===== src/rtl/csi2_pkg.sv =====
// Shared definitions for the CSI-2 receive packet parser: data-type limits,
// header ECC column masks, FSM state codes, header layout and the CRC-16 step.
// The optional CRC checker is enabled with CSI2_RX_CRC_CHECK_EN.
package csi2_pkg;

    // Data types below this value are short packets.
    localparam logic [5:0] DT_SP_LIMIT = 6'h10;
    localparam logic [5:0] DT_FS       = 6'h00;
    localparam logic [5:0] DT_FE       = 6'h01;

    // Parity contribution of each header data bit D0..D23, as {P5..P0}.
    // Every column has odd weight, so a double-bit error never aliases a
    // single-bit one.
    localparam logic [0:23][5:0] ECC_COL = {
        6'h07, 6'h0B, 6'h0D, 6'h0E, 6'h13, 6'h15, 6'h16, 6'h19,
        6'h1A, 6'h1C, 6'h23, 6'h25, 6'h26, 6'h29, 6'h2A, 6'h2C,
        6'h31, 6'h32, 6'h34, 6'h38, 6'h1F, 6'h2F, 6'h37, 6'h3B
    };

    // Parser states.
    localparam logic [1:0] ST_IDLE  = 2'd0;
    localparam logic [1:0] ST_PYLD  = 2'd1;
    localparam logic [1:0] ST_CRC   = 2'd2;
    localparam logic [1:0] ST_DRAIN = 2'd3;

    // x^16+x^12+x^5+1 processed LSB first, i.e. the bit-reversed polynomial.
    localparam logic [15:0] CRC_POLY_REFL = 16'h8408;
    localparam logic [15:0] CRC_INIT      = 16'hFFFF;

    // The 24 protected header bits, in wire order {WC_H, WC_L, DI}.
    typedef struct packed {
        logic [15:0] wc;
        logic [1:0]  vc;
        logic [5:0]  dt;
    } pkt_hdr_t;

    // Advance the CRC by one byte, LSB first.
    function automatic logic [15:0] crc16_byte(input logic [15:0] crc, input logic [7:0] b);
        logic [15:0] c;
        c = crc;
        for (int i = 0; i < 8; i++) begin
            if (c[0] ^ b[i]) c = (c >> 1) ^ CRC_POLY_REFL;
            else             c = c >> 1;
        end
        return c;
    endfunction

endpackage


===== src/rtl/csi2_hdr_ecc.sv =====
// Combinational CSI-2 header ECC: syndrome, single-bit correction and
// uncorrectable-error detection over 24 data bits + 6 ECC bits.
module csi2_hdr_ecc
    import csi2_pkg::*;
(
    input  logic [23:0] data,
    input  logic [5:0]  ecc,
    output logic [23:0] data_fix,
    output logic        corr,
    output logic        err
);

    logic [5:0] calc;
    logic [5:0] syn;

    // Recompute parity from the received data bits.
    always_comb begin
        calc = '0;
        for (int i = 0; i < 24; i++)
            if (data[i]) calc = calc ^ ECC_COL[i];
    end

    assign syn = calc ^ ecc;

    // Classify the syndrome: clean, ECC-byte hit, data-bit hit, or fatal.
    always_comb begin
        data_fix = data;
        corr     = 1'b0;
        err      = 1'b0;
        if (syn != 6'd0) begin
            if ($onehot(syn)) begin
                // The flipped bit sits in the ECC byte; data is already good.
                corr = 1'b1;
            end else begin
                err = 1'b1;
                for (int i = 0; i < 24; i++) begin
                    if (syn == ECC_COL[i]) begin
                        data_fix[i] = ~data[i];
                        corr        = 1'b1;
                        err         = 1'b0;
                    end
                end
            end
        end
    end

endmodule


===== src/rtl/csi2_pkt_parser_4ln.sv =====
// CSI-2 RX packet parser, 4 lanes x 8 bits. Decodes and ECC-corrects the
// packet header, strips header and CRC footer, and emits payload words with
// contiguous byte enables. Define CSI2_RX_CRC_CHECK_EN to add the payload
// CRC-16 checker and its crc_err_o output.
module csi2_pkt_parser_4ln
    import csi2_pkg::*;
#(
    parameter int PP_DATA_WIDTH = 8,   // only 8 is supported
    parameter int LANES         = 4    // fixed at 4
)(
    input  logic                           core_clk_i,
    input  logic                           core_rst_i,
    input  logic [LANES*PP_DATA_WIDTH-1:0] byte_data_i,
    input  logic                           byte_data_en_i,
    output logic                           hdr_vld_o,
    output logic [1:0]                     vc_o,
    output logic [5:0]                     dt_o,
    output logic [15:0]                    wc_o,
    output logic                           sp_o,
    output logic                           ecc_corr_o,
    output logic                           ecc_err_o,
    output logic [LANES*PP_DATA_WIDTH-1:0] pyld_data_o,
    output logic [LANES-1:0]               pyld_be_o,
    output logic                           pyld_vld_o,
    output logic                           pyld_last_o,
    output logic [15:0]                    crc_rcv_o,
    output logic                           pkt_done_o,
    output logic                           trunc_err_o
`ifdef CSI2_RX_CRC_CHECK_EN
    ,
    output logic                           crc_err_o
`endif
);

    logic [LANES-1:0][PP_DATA_WIDTH-1:0] lane;
    logic [1:0]       state;
    logic             en_q;
    logic             en_rise;
    logic [15:0]      rem;
    logic [7:0]       crc_lo;
    logic             crc_two;
    logic [LANES-1:0] be_cur;
    logic [15:0]      crc_pyld;
    logic [15:0]      crc_tail;
    pkt_hdr_t         hdr_raw;
    pkt_hdr_t         hdr_fix;
    logic             hdr_corr;
    logic             hdr_err;

    assign lane    = byte_data_i;
    assign en_rise = byte_data_en_i & ~en_q;
    assign hdr_raw = byte_data_i[23:0];

    csi2_hdr_ecc u_ecc (
        .data     (hdr_raw),
        .ecc      (byte_data_i[29:24]),
        .data_fix (hdr_fix),
        .corr     (hdr_corr),
        .err      (hdr_err)
    );

    // Byte enables for the current payload word from the remaining count.
    always_comb begin
        be_cur = 4'b0000;
        if (rem >= 16'd4)      be_cur = 4'b1111;
        else if (rem == 16'd3) be_cur = 4'b0111;
        else if (rem == 16'd2) be_cur = 4'b0011;
        else if (rem == 16'd1) be_cur = 4'b0001;
    end

    // CRC as seen on the wire: inside the last payload word (rem 1/2), or in
    // the word after it (lanes 0/1, or lane 0 plus a low byte kept from lane 3).
    assign crc_pyld = (rem == 16'd1) ? {lane[2], lane[1]} : {lane[3], lane[2]};
    assign crc_tail = crc_two ? {lane[1], lane[0]} : {lane[0], crc_lo};

`ifdef CSI2_RX_CRC_CHECK_EN
    logic [15:0] crc_acc;
    logic [15:0] crc_next;

    // Fold the enabled payload bytes of this word into the running CRC.
    always_comb begin
        crc_next = crc_acc;
        for (int k = 0; k < LANES; k++)
            if (be_cur[k]) crc_next = crc16_byte(crc_next, lane[k]);
    end
`endif

    // Packet FSM with registered header, payload and status outputs.
    always_ff @(posedge core_clk_i or posedge core_rst_i) begin
        if (core_rst_i) begin
            state       <= ST_IDLE;
            en_q        <= 1'b0;
            rem         <= '0;
            crc_lo      <= '0;
            crc_two     <= 1'b0;
            hdr_vld_o   <= 1'b0;
            vc_o        <= '0;
            dt_o        <= '0;
            wc_o        <= '0;
            sp_o        <= 1'b0;
            ecc_corr_o  <= 1'b0;
            ecc_err_o   <= 1'b0;
            pyld_data_o <= '0;
            pyld_be_o   <= '0;
            pyld_vld_o  <= 1'b0;
            pyld_last_o <= 1'b0;
            crc_rcv_o   <= '0;
            pkt_done_o  <= 1'b0;
            trunc_err_o <= 1'b0;
`ifdef CSI2_RX_CRC_CHECK_EN
            crc_acc     <= CRC_INIT;
            crc_err_o   <= 1'b0;
`endif
        end else begin
            en_q        <= byte_data_en_i;
            hdr_vld_o   <= 1'b0;
            pyld_vld_o  <= 1'b0;
            pyld_last_o <= 1'b0;
            pyld_be_o   <= '0;
            pkt_done_o  <= 1'b0;
            trunc_err_o <= 1'b0;
            case (state)
                ST_IDLE: begin
                    if (en_rise) begin
                        hdr_vld_o  <= 1'b1;
                        vc_o       <= hdr_fix.vc;
                        dt_o       <= hdr_fix.dt;
                        wc_o       <= hdr_fix.wc;
                        sp_o       <= (hdr_fix.dt < DT_SP_LIMIT);
                        ecc_corr_o <= hdr_corr;
                        ecc_err_o  <= hdr_err;
`ifdef CSI2_RX_CRC_CHECK_EN
                        crc_acc    <= CRC_INIT;
                        crc_err_o  <= 1'b0;
`endif
                        // Short and unreadable packets carry no CRC, so
                        // crc_rcv_o keeps its previous value for them.
                        if (hdr_err || (hdr_fix.dt < DT_SP_LIMIT)) begin
                            pkt_done_o <= 1'b1;
                            state      <= ST_DRAIN;
                        end else if (hdr_fix.wc == 16'd0) begin
                            rem     <= '0;
                            crc_two <= 1'b1;
                            state   <= ST_CRC;
                        end else begin
                            rem   <= hdr_fix.wc;
                            state <= ST_PYLD;
                        end
                    end
                end
                ST_PYLD: begin
                    if (!byte_data_en_i) begin
                        trunc_err_o <= 1'b1;
                        pkt_done_o  <= 1'b1;
                        rem         <= '0;
                        state       <= ST_IDLE;
                    end else begin
                        pyld_vld_o  <= 1'b1;
                        pyld_data_o <= byte_data_i;
                        pyld_be_o   <= be_cur;
`ifdef CSI2_RX_CRC_CHECK_EN
                        crc_acc     <= crc_next;
`endif
                        if (rem > 16'd4) begin
                            rem <= rem - 16'd4;
                        end else begin
                            pyld_last_o <= 1'b1;
                            rem         <= '0;
                            if (rem <= 16'd2) begin
                                crc_rcv_o  <= crc_pyld;
                                pkt_done_o <= 1'b1;
`ifdef CSI2_RX_CRC_CHECK_EN
                                crc_err_o  <= (crc_next != crc_pyld);
`endif
                                state      <= ST_DRAIN;
                            end else begin
                                crc_lo  <= lane[3];
                                crc_two <= (rem == 16'd4);
                                state   <= ST_CRC;
                            end
                        end
                    end
                end
                ST_CRC: begin
                    if (!byte_data_en_i) begin
                        trunc_err_o <= 1'b1;
                        pkt_done_o  <= 1'b1;
                        state       <= ST_IDLE;
                    end else begin
                        crc_rcv_o  <= crc_tail;
                        pkt_done_o <= 1'b1;
`ifdef CSI2_RX_CRC_CHECK_EN
                        crc_err_o  <= (crc_acc != crc_tail);
`endif
                        state      <= ST_DRAIN;
                    end
                end
                default: begin
                    // Rest of the burst is ignored; a new header needs a fresh
                    // rising edge of the enable.
                    if (!byte_data_en_i) state <= ST_IDLE;
                end
            endcase
        end
    end

endmodule


===== config.mk =====
export PLATFORM = sky130hd
export DESIGN_NAME = csi2_pkt_parser_4ln
export DESIGN_NICKNAME = d
export VERILOG_FILES = /design/src/rtl/csi2_pkg.sv /design/src/rtl/csi2_hdr_ecc.sv /design/src/rtl/csi2_pkt_parser_4ln.sv
export SDC_FILE = /design/constraint.sdc
export NUM_CORES = 1
export LEC_CHECK = 0
export ABC_AREA = 1
export CORE_ASPECT_RATIO = 1.5
export CORE_MARGIN = 2
export CORE_UTILIZATION = 30
export CTS_CLUSTER_SIZE = 12
export DETAILED_ROUTE_END_ITERATION = 7
export DONT_BUFFER_PORTS = 1
export MAX_ROUTING_LAYER = met4
export SKIP_LAST_GASP = 1
export SLEW_MARGIN = 40
export SYNTH_ARGS = -nofsm -noshare
export SYNTH_HDL_FRONTEND = slang
export SYNTH_SLANG_ARGS = --single-unit

===== constraint.sdc =====
create_clock -name core_clk_i -period 5.1 [get_ports core_clk_i]
set_input_delay 1.02 -clock core_clk_i [delete_from_list [all_inputs] [get_ports core_clk_i]]
set_output_delay 1.02 -clock core_clk_i [all_outputs]
set_load 0.05 [all_outputs]

==> out/results.ini <==
[sta]
drv_slew = 0
setup_viol = 0
fin_skew_ps = 7.78
fin_crit_ps = 4490
min_period_over_period_pct = 88.1
slew_headroom_pct = 45.4
rsz0062_at_grt = no
fmax_mhz = 223
worstMarginPinSlew_ps = 818
tns_ps = 0
hold_viol = 0

[setup_path]
worstPathRequired_ps = 5340
cp-end-kind = flip-flop
max_stage_delay_ps = 530
cpMostUsedCell = nand2_1
cp_slowest_cell = fa_1
crit_arrival_ps = 4740
reg2reg_setup_slack_ps = 2390
r2r-start = rem[2]
start_kind = input port
startpoint = byte_data_i[12]
crit_family = simple AND/OR/NAND/NOR gates
r2r_cells = 13
cp_max_fo = 19
r2r-end = crc_rcv_o[14]
crit_type = in2reg
crit_buf_inv = 5

[grt]
grt_pass1_vias = 6884
gr-total-overflow = 0
grt_max_degree = 71
grt_antenna_before_repair = 0
grt_pass1_wl_um = 40800
grt_usage_pct = 20.9

[drt]
vias = 7001
drtIter0Drc = 591
dr.pass1.iters = 6
vias_per_cell = 5.03
wl_per_cell_um = 19.3
routed_wl_um = 26900
drcViolationCount = 0
top_layer_used = met4
met2_length_um = 13600
ant_nets = 0
wl_met3_um = 1850
met1_length_um = 9980

[yosys]
yosysWarnings = 0
syn_nets = 1128
syn_area_um2 = 7620
ys.flop_type = dfrtp_1
netlist_instances = 1077
ys_types = 44
async_flop_share_pct = 100
synth_edf_count = 0
avgSynthCellArea_um2 = 7.08
ys_seq_area_share_pct = 36.8
ys_seq_elements = 112

[worst_hold_path]
hold_depth = 2
hp-class = reg2reg
hp-start = crc_lo[2]
min_delay_worst_endpoint = crc_lo[2]

[cts]
cts_setup_buffers = 0
cts_buffer_depth = 2
cts_tree = done
clkSlewWorstSetupHoldPaths_ps = 80
cts_hold_buf = 0
tritoncts.num_buffers = 9
clock_sinks = 112
ctsHtreeMaxLevel = 3
clk_latency_ps = 360
clk_root_buffer_cell = clkbuf_16
post_cts_resized = 0

[place]
placed_cells = 1375
io_buffers = 0
place.gp.congestion = 0.985
dp_hpwl_um = 21400

[floorplan]
io_pins = 119
die_y_um = 199
rows = 71
design.core.area_um2 = 25100
dieArea_um2 = 26700
die_x_um = 134
start_util_pct = 30.4

[layout]
stdcell_count = 1391
area_growth_pct = 8.17
n_antenna_cell = 0
fill_cells = 2717
drive_gt1_share_pct = 10.4
fin_nets = 1109

[flow_run]
drv_cap = 0

[status]
outcome = finished clean

[pwr]
ir_drop_v = 0.000267
power_density_nw_per_um2 = 752
p_leak_uw = 0.00416

## worst max-delay path by stage
stage | endpoint | slack, ps | cells past startpoint
2_1_floorplan | crc_two | 210 | 28
3_3_place_gp | crc_two | 260 | 27
3_5_place_dp | rem[3] | 220 | 24
4_1_cts | crc_two | 610 | 27
5_1_grt | rem[3] | 200 | 27
6_report | rem[3] | 610 | 26
## worst min-delay path, stage by stage, from the launching register on
cell	delay, ps
dfrtp_1	350
nand2_1	50
o21ai_0	50
## state kept, by name, indices dropped and copies added, names as in the netlist, 2 cells and up
signal	count
pyld_be_o	4
wc_o	16
rem	16
crc_rcv_o	16
state	2
dt_o	6
crc_lo	8
pyld_data_o	32
vc_o	2
## placed cells by master, fill, tap and decap left out, types with 6 or more instances in the layout
cell and instances:
inv_1 79, inv_2 19, nand2_2 10, nand2_1 343
dfrtp_1 111, clkbuf_16 9, o21ai_0 108, nand3_2 11
inv_4 7, a21oi_1 39, nor2_1 98, o21ai_1 6
ha_1 14, o22ai_1 10, buf_4 22, a21boi_0 8
xor2_1 30, nand2_4 6, nand3_1 49, xnor2_1 19
nand4_1 14
## where the power goes
part           switching, uW  total, uW  internal (uW)
registers               1440       2710           1270
clock network            375        771            396
logic                   1810       2730            916
total                   3620       6210           2580
## cell families after synthesis
kind of cell,count (synthesis),synth area share (%)
buffers and inverters,158,9.12
flip-flops,112,36.8
XOR/XNOR,52,6.27
AO/OA/AOI/OAI,183,12.9
adder cells (fa/ha/maj),16,2.82
AND/OR/NAND/NOR,556,32.1
## cells in the mapped netlist, types with 14 or more instances
cell type,count,area share (%)
nand2_1,345,17
dfrtp_1,112,37
o21ai_0,108,7.1
nor2_1,98,4.8
inv_1,80,3.9
nand3_1,49,3.2
a21oi_1,40,2.6
xor2_1,30,3.4
clkbuf_1,29,1.4
inv_2,19,0.94
xnor2_1,19,2.2
ha_1,14,2.3
nand4_1,14,1.1
## metal layers
layer / GRT usage, % / vias up
met2: 36.3 / 269
met3: 4.26 / 72
met1: 22.8 / 3262
met5: - / -
met4: 10.2 / 0
li1: - / 3398
## per-stage QoR
| stage | total power [uW] | instance area (um^2) | setup slack, ps | util [%] | hold slack [ps] |
|---|---|---|---|---|---|
| 3_5_place_dp | 5470 | 7930 | 217 | 31.6 | 469 |
| 4_1_cts | 6250 | 8250 | 613 | 32.9 | 489 |
| 2_1_floorplan | 4650 | 7620 | 210 | - | 448 |
| 5_1_grt | 6680 | 8250 | 205 | 32.9 | 520 |
| 3_3_place_gp | 5460 | 7930 | 259 | 31.6 | 459 |
| 6_report | 6210 | 8250 | 606 | 32.9 | 489 |
## final cells by class
| cell class | instances | area, um^2 | area share (%) |
|---|---|---|---|
| Multi-Input combinational cell | 807 | 4140 | 50.1 |
| Clock buffer | 9 | 225 | 2.73 |
| Clock inverter | 7 | 92.6 | 1.12 |
| Inverter | 106 | 415 | 5.04 |
| Sequential cell | 112 | 2800 | 34.0 |
| Timing Repair Buffer | 22 | 165 | 2.00 |
| Tap cell | 328 | 410 | 4.98 |
No activity file was read; power rests on OpenSTA's default activity.
